$ cat src/rtl/mux_demux_pkg.sv
// Shared types and helpers for the MUX-DEMUX route sequencer and its datapath.
package mux_demux_pkg;

  typedef enum logic [1:0] {
    ST_IDLE  = 2'd0,
    ST_ROUTE = 2'd1,
    ST_DONE  = 2'd2
  } state_e;

  // Upper bound on a packed source map handled by map_entry().
  localparam int unsigned MAP_MAX_W = 512;

  // Width of a select that addresses n items, never narrower than one bit.
  function automatic int unsigned sel_width(input int unsigned n);
    return (n > 1) ? $clog2(n) : 1;
  endfunction

  // Entry j of a packed map whose entries are sw bits wide.
  function automatic int unsigned map_entry(input logic [MAP_MAX_W-1:0] map,
                                            input int unsigned          j,
                                            input int unsigned          sw);
    logic [MAP_MAX_W-1:0] shifted;
    shifted = map >> (j * sw);
    return shifted[31:0] & ((32'd1 << sw) - 32'd1);
  endfunction

endpackage

$ cat src/rtl/mux_demux_datapath.sv
// Combinational N:1 mux feeding a 1:M demux; one source bit lands on one output bit.
module mux_demux_datapath
  import mux_demux_pkg::*;
#(
  parameter int unsigned N  = 8,
  parameter int unsigned M  = 8,
  parameter int unsigned SW = sel_width(N),
  parameter int unsigned DW = sel_width(M)
) (
  input  logic [N-1:0]  data_in,
  input  logic [SW-1:0] sel_mux,
  input  logic [DW-1:0] sel_demux,
  output logic [M-1:0]  data_out
);

  logic mux_bit;

  // Selects at or beyond N yield 0, so an illegal map entry routes a zero bit.
  always_comb begin
    mux_bit = 1'b0;
    for (int unsigned i = 0; i < N; i++) begin
      if (32'(sel_mux) == i) mux_bit = data_in[i];
    end
  end

  always_comb begin
    data_out = '0;
    for (int unsigned j = 0; j < M; j++) begin
      if (32'(sel_demux) == j) data_out[j] = mux_bit;
    end
  end

endmodule

$ cat src/rtl/mux_demux_route_sequencer.sv
// Accepts a word plus source map, walks the datapath one output bit per cycle,
// and presents the assembled permuted word on a valid/ready handshake.
module mux_demux_route_sequencer
  import mux_demux_pkg::*;
#(
  parameter int unsigned N  = 8,
  parameter int unsigned M  = 8,
  parameter int unsigned SW = sel_width(N),
  parameter int unsigned DW = sel_width(M)
) (
  input  logic          clk,
  input  logic          rst,
  input  logic          in_valid,
  output logic          in_ready,
  input  logic [N-1:0]  in_data,
  input  logic [M*SW-1:0] in_map,
  output logic          out_valid,
  input  logic          out_ready,
  output logic [M-1:0]  out_data,
  output logic          busy,
  output logic          map_err
);

  localparam logic [DW-1:0] LAST_STEP = DW'(M - 1);

  state_e          state_q, state_d;
  logic [DW-1:0]   cnt_q, cnt_d;
  logic [M-1:0]    acc_q, acc_d;
  logic [N-1:0]    data_q, data_d;
  logic [M*SW-1:0] map_q, map_d;
  logic [M-1:0]    out_data_q, out_data_d;
  logic            err_q, err_d;

  logic [SW-1:0]   sel_mux;
  logic [DW-1:0]   sel_demux;
  logic            entry_err;
  logic [M-1:0]    dp_out;

  assign sel_mux   = SW'(map_entry(MAP_MAX_W'(map_q), 32'(cnt_q), SW));
  assign sel_demux = cnt_q;
  assign entry_err = (32'(sel_mux) >= N);

  mux_demux_datapath #(
    .N (N),
    .M (M)
  ) u_datapath (
    .data_in   (data_q),
    .sel_mux   (sel_mux),
    .sel_demux (sel_demux),
    .data_out  (dp_out)
  );

  // NOTE: every signal written here gets a default first so no latch is inferred.
  always_comb begin
    state_d    = state_q;
    cnt_d      = cnt_q;
    acc_d      = acc_q;
    data_d     = data_q;
    map_d      = map_q;
    out_data_d = out_data_q;
    err_d      = err_q;
    in_ready   = 1'b0;
    out_valid  = 1'b0;
    busy       = 1'b0;

    unique case (state_q)
      ST_IDLE: begin
        in_ready = 1'b1;
        if (in_valid) begin
          data_d  = in_data;
          map_d   = in_map;
          acc_d   = '0;
          err_d   = 1'b0;
          cnt_d   = '0;
          state_d = ST_ROUTE;
        end
      end
      ST_ROUTE: begin
        busy  = 1'b1;
        acc_d = acc_q | dp_out;
        err_d = err_q | entry_err;
        cnt_d = cnt_q + DW'(1);
        // Terminate on the last legal step, not on counter overflow.
        if (cnt_q == LAST_STEP) begin
          cnt_d      = '0;
          out_data_d = acc_q | dp_out;
          state_d    = ST_DONE;
        end
      end
      ST_DONE: begin
        busy      = 1'b1;
        out_valid = 1'b1;
        if (out_ready) state_d = ST_IDLE;
      end
      default: state_d = ST_IDLE;
    endcase
  end

  // NOTE: sequential state uses non-blocking assignments; the reset here is
  // synchronous and clears the data registers too, since their reset value is observable.
  always_ff @(posedge clk) begin
    if (rst) begin
      state_q    <= ST_IDLE;
      cnt_q      <= '0;
      acc_q      <= '0;
      data_q     <= '0;
      map_q      <= '0;
      out_data_q <= '0;
      err_q      <= 1'b0;
    end else begin
      state_q    <= state_d;
      cnt_q      <= cnt_d;
      acc_q      <= acc_d;
      data_q     <= data_d;
      map_q      <= map_d;
      out_data_q <= out_data_d;
      err_q      <= err_d;
    end
  end

  assign out_data = out_data_q;
  assign map_err  = err_q;

endmodule
$ cat config.mk
export PLATFORM = sky130hd
export DESIGN_NAME = mux_demux_route_sequencer
export DESIGN_NICKNAME = d
export VERILOG_FILES = /design/src/rtl/mux_demux_pkg.sv /design/src/rtl/mux_demux_datapath.sv /design/src/rtl/mux_demux_route_sequencer.sv
export SDC_FILE = /design/constraint.sdc
export NUM_CORES = 1
export LEC_CHECK = 0
export CAP_MARGIN = 25
export CORE_ASPECT_RATIO = 1.1
export CORE_MARGIN = 2
export CORE_UTILIZATION = 53
export DETAILED_ROUTE_END_ITERATION = 12
export PLACE_DENSITY = 0.89
export SETUP_SLACK_MARGIN = 0.02
export SYNTH_ARGS = -nofsm -noshare
export SYNTH_HDL_FRONTEND = slang
export SYNTH_SLANG_ARGS = --single-unit
$ cat constraint.sdc
create_clock -name clk -period 6.1 [get_ports clk]
set_input_delay 1.83 -clock clk [delete_from_list [all_inputs] [get_ports clk]]
set_output_delay 1.83 -clock clk [all_outputs]
set_load 0.005 [all_outputs]
==> impl_metrics.py <==
metrics = {
    "grt": {
        "overall_overflow_remaining_after_global_route": 0,
        "grt_pass1_wl_um": 8135,
        "via_count_of_the_first_global_routing_pass": 1914,
        "track_usage": 0.2050,
        "antenna_violations_before_repair": 0,
        "grt_max_degree": 42,
    },
    "die": {
        "chipHeight_um": 75.45,
        "core_area_um2": 4554,
        "chip_width_um": 68.96,
        "initial_cell_density_of_the_core": 0.5401,
        "boundaryPins": 48,
        "die-area_um2": 5203,
        "floorplan.rows": 26,
    },
    "placement": {
        "post-dp-hpwl_um": 3442,
        "io_buffer_count": 46,
        "gpl.final_weighted_congestion": 0.8028,
    },
    "sta": {
        "final.hold.worst_slack_ns": 0.4555,
        "max-slew-margin-rel": 0.3368,
        "finClkSkew_ns": 0.007623,
        "timing.setup.tns_ns": 0,
        "timing.final.crit_period_ns": 3.385,
        "least_margin_pin_slew_ns": 0.9924,
        "timing.final.setup_violations": 0,
        "top_achievable_clock_speed_mhz": 295.5,
        "grt_setup_unrepaired": "no",
        "finalCritPeriodShare": 0.5549,
        "finalHoldViolations": 0,
        "maxSlewViolCount": 0,
    },
    "cells_and_area": {
        "multi_input_area_um2": 1281,
        "area_growth_syn_to_layout_pct": 23.96,
        "num-nets-final": 376,
        "flip_flop_and_latch_area_um2": 1061,
        "final_layout_size_suffix_gt1_frac": 0.05438,
        "layout_commonest_cell": "nand2_1",
        "fillerInstances": 397,
        "mostFrequentLayoutCells": "79 x nand2_1, 53 x dfxtp_1, 46 x clkdlybuf4s50_1, 39 x a21oi_1, 14 x o21ai_0",
        "antenna_diode_count": 0,
    },
    "min_path": {
        "hold_path_class": "register to register",
    },
    "yosys": {
        "synth_sequential_area_ratio": 0.4313,
        "synthesis.instances": 294,
        "mappedNetlistArea_um2": 2460,
        "postSynthAreaPerCell_um2": 8.367,
        "synth.ff_latch_count": 53,
        "synthesis.yosys.warnings": 0,
        "synthesis.nets": 339,
        "netlist-cell-type-count": 39,
    },
    "clocking": {
        "tritoncts_num_sinks": 53,
        "clock_tree.root_cell": "clkbuf_8",
        "worstSkewPairLatency_ns": 0.30,
        "cts.hold.buffers_added": 0,
        "number_of_gates_resized_after_cts": 0,
        "cts_tree": "yes",
        "numCtsBuffers": 5,
        "cts_post_setup_buffers_inserted": 0,
        "htree_levels": 2,
        "path_clk_slew_ns": 0.09,
        "cts-root-to-sink-buffers": 2,
    },
    "worst_setup_path": {
        "end_kind": "register",
        "cp_data_required_time_ns": 6.28,
        "crit_arrival_ns": 3.56,
        "timing.setup.critical_path_class": "input port to register",
        "worstSetupStartpointType": "input port",
        "critical_path.max_fanout": 41,
    },
    "routing": {
        "drt_pass_1_iters": 4,
        "number_of_drc_markers_after_the_initial_detailed_route_iteration": 89,
        "drcViolationCount": 0,
        "vias_per_cell": 5.416,
        "final_antenna_net_count": 0,
        "route.vias.total": 2096,
        "total_wire_length_um": 4819,
        "route.detailed.wl_per_inst_um": 12.45,
    },
    "power": {
        "power_density_nw_per_um2": 245.6,
        "p_leak_uw": 0.001168,
        "peak_supply_drop_mv": 0.1823,
    },
    "flow_run": {
        "max_cap_violations": 0,
    },
    "outcome": {
        "status": "complete, no violations",
    },
}
registers in the layout (all words and copies together), names as in the netlist:
name	cells
cnt_q	3
state_q	2
out_data	8
data_q	8
acc_q	8
map_q	24
stage by stage:
| step | total power [µW] | std cells | setup WS [ns] | instance area, µm² | util |
|---|---|---|---|---|---|
| 6_report | 748.8 | 387 | 2.715 | 3049 | 0.6695 |
| 5_1_grt | 785.5 | 387 | 2.553 | 3049 | 0.6695 |
| 4_1_cts | 748.0 | 386 | 2.410 | 3022 | 0.6635 |
| 3_5_place_dp | 523.4 | 379 | 2.097 | 2918 | 0.6407 |
| 3_3_place_gp | 519.2 | 379 | 2.184 | 2918 | 0.6407 |
| 2_1_floorplan | 477.7 | 294 | 3.342 | 2460 | - |
power breakdown:
| group | internal [µW] | switching (µW) |
|---|---|---|
| Clock | 119 | 109 |
| Combinational | 65.0 | 76.9 |
| Sequential | 365 | 13.8 |
critical path, stage by stage:
cell	delay, ns
clkdlybuf4s50_1	0.46
buf_4	0.38
inv_1	0.37
and3_1	0.28
a31oi_1	0.13
o21ai_0	0.10
kinds of logic (layout without fill, tap and decap cells):
family,after synthesis,in the layout,share of synthesized area
compound gates,81,81,0.2116
mux,13,13,0.07121
buf+inv,28,65,0.04781
other cells,1,1,0.001524
simple gates,109,109,0.1907
flops,53,53,0.4313
fa+ha+maj,9,9,0.04578
Yosys cell counts:
master / instances / area, µm²
mux4_1: 2 / 52.55
o41ai_2: 2 / 32.53
buf_4: 1 / 7.510
conb_1: 1 / 3.750
buf_6: 1 / 11.26
nor3_1: 1 / 5.000
and3_1: 8 / 50.05
a22oi_1: 1 / 7.510
o21ai_0: 14 / 70.07
nor2_2: 1 / 6.260
dfxtp_1: 53 / 1061
inv_1: 10 / 37.54
a21oi_2: 1 / 8.760
nor2_8: 1 / 20.02
mux2i_4: 1 / 22.52
or2_1: 1 / 6.260
a21o_1: 1 / 7.510
a21oi_1: 39 / 195.2
nor2b_1: 2 / 12.51
o41ai_1: 6 / 52.55
and2_1: 2 / 12.51
clkbuf_1: 12 / 45.04
a32oi_1: 1 / 8.760
buf_1: 3 / 11.26
nor2_1: 9 / 33.78
nand2_1: 79 / 296.5
nand2b_1: 1 / 6.260
a21boi_0: 2 / 15.01
a211oi_2: 1 / 12.51
o21bai_1: 1 / 7.510
a211oi_4: 1 / 20.02
a31oi_1: 6 / 37.54
a22oi_2: 1 / 12.51
buf_2: 1 / 5.000
ha_1: 9 / 112.6
a22o_1: 2 / 17.52
mux2i_1: 10 / 100.1
nand3_1: 4 / 20.02
a211oi_1: 2 / 15.01
final cells by class:
class / count / share of cell area
inverters: 10 / 0.01231
flip-flops and latches: 53 / 0.3480
repair buffers: 48 / 0.1625
multi-input cells: 213 / 0.4202
well taps: 56 / 0.02298
clock buffers: 5 / 0.02257
clock inverters: 2 / 0.01149
worst paths after layout:
check	cells past startpoint	to	slack, ns	startpoint
setup reg to reg	7	acc_q[6]	3.21	cnt_q[0]
setup / recovery	6	out_data[5]	2.72	rst
hold / removal	2	data_q[6]	0.46	data_q[6]
hold reg to reg	2	data_q[6]	0.46	data_q[6]
metal layers:
metal  vias to the layer above  track usage  share of wire
li1                       1081            -              -
met1                       965       0.2465           0.46
met2                        45       0.3622           0.49
met3                         5      0.04874          0.037
met4                         0      0.06100         0.0087
met5                         -            0              0
No activity file was read; power rests on OpenSTA's default activity.
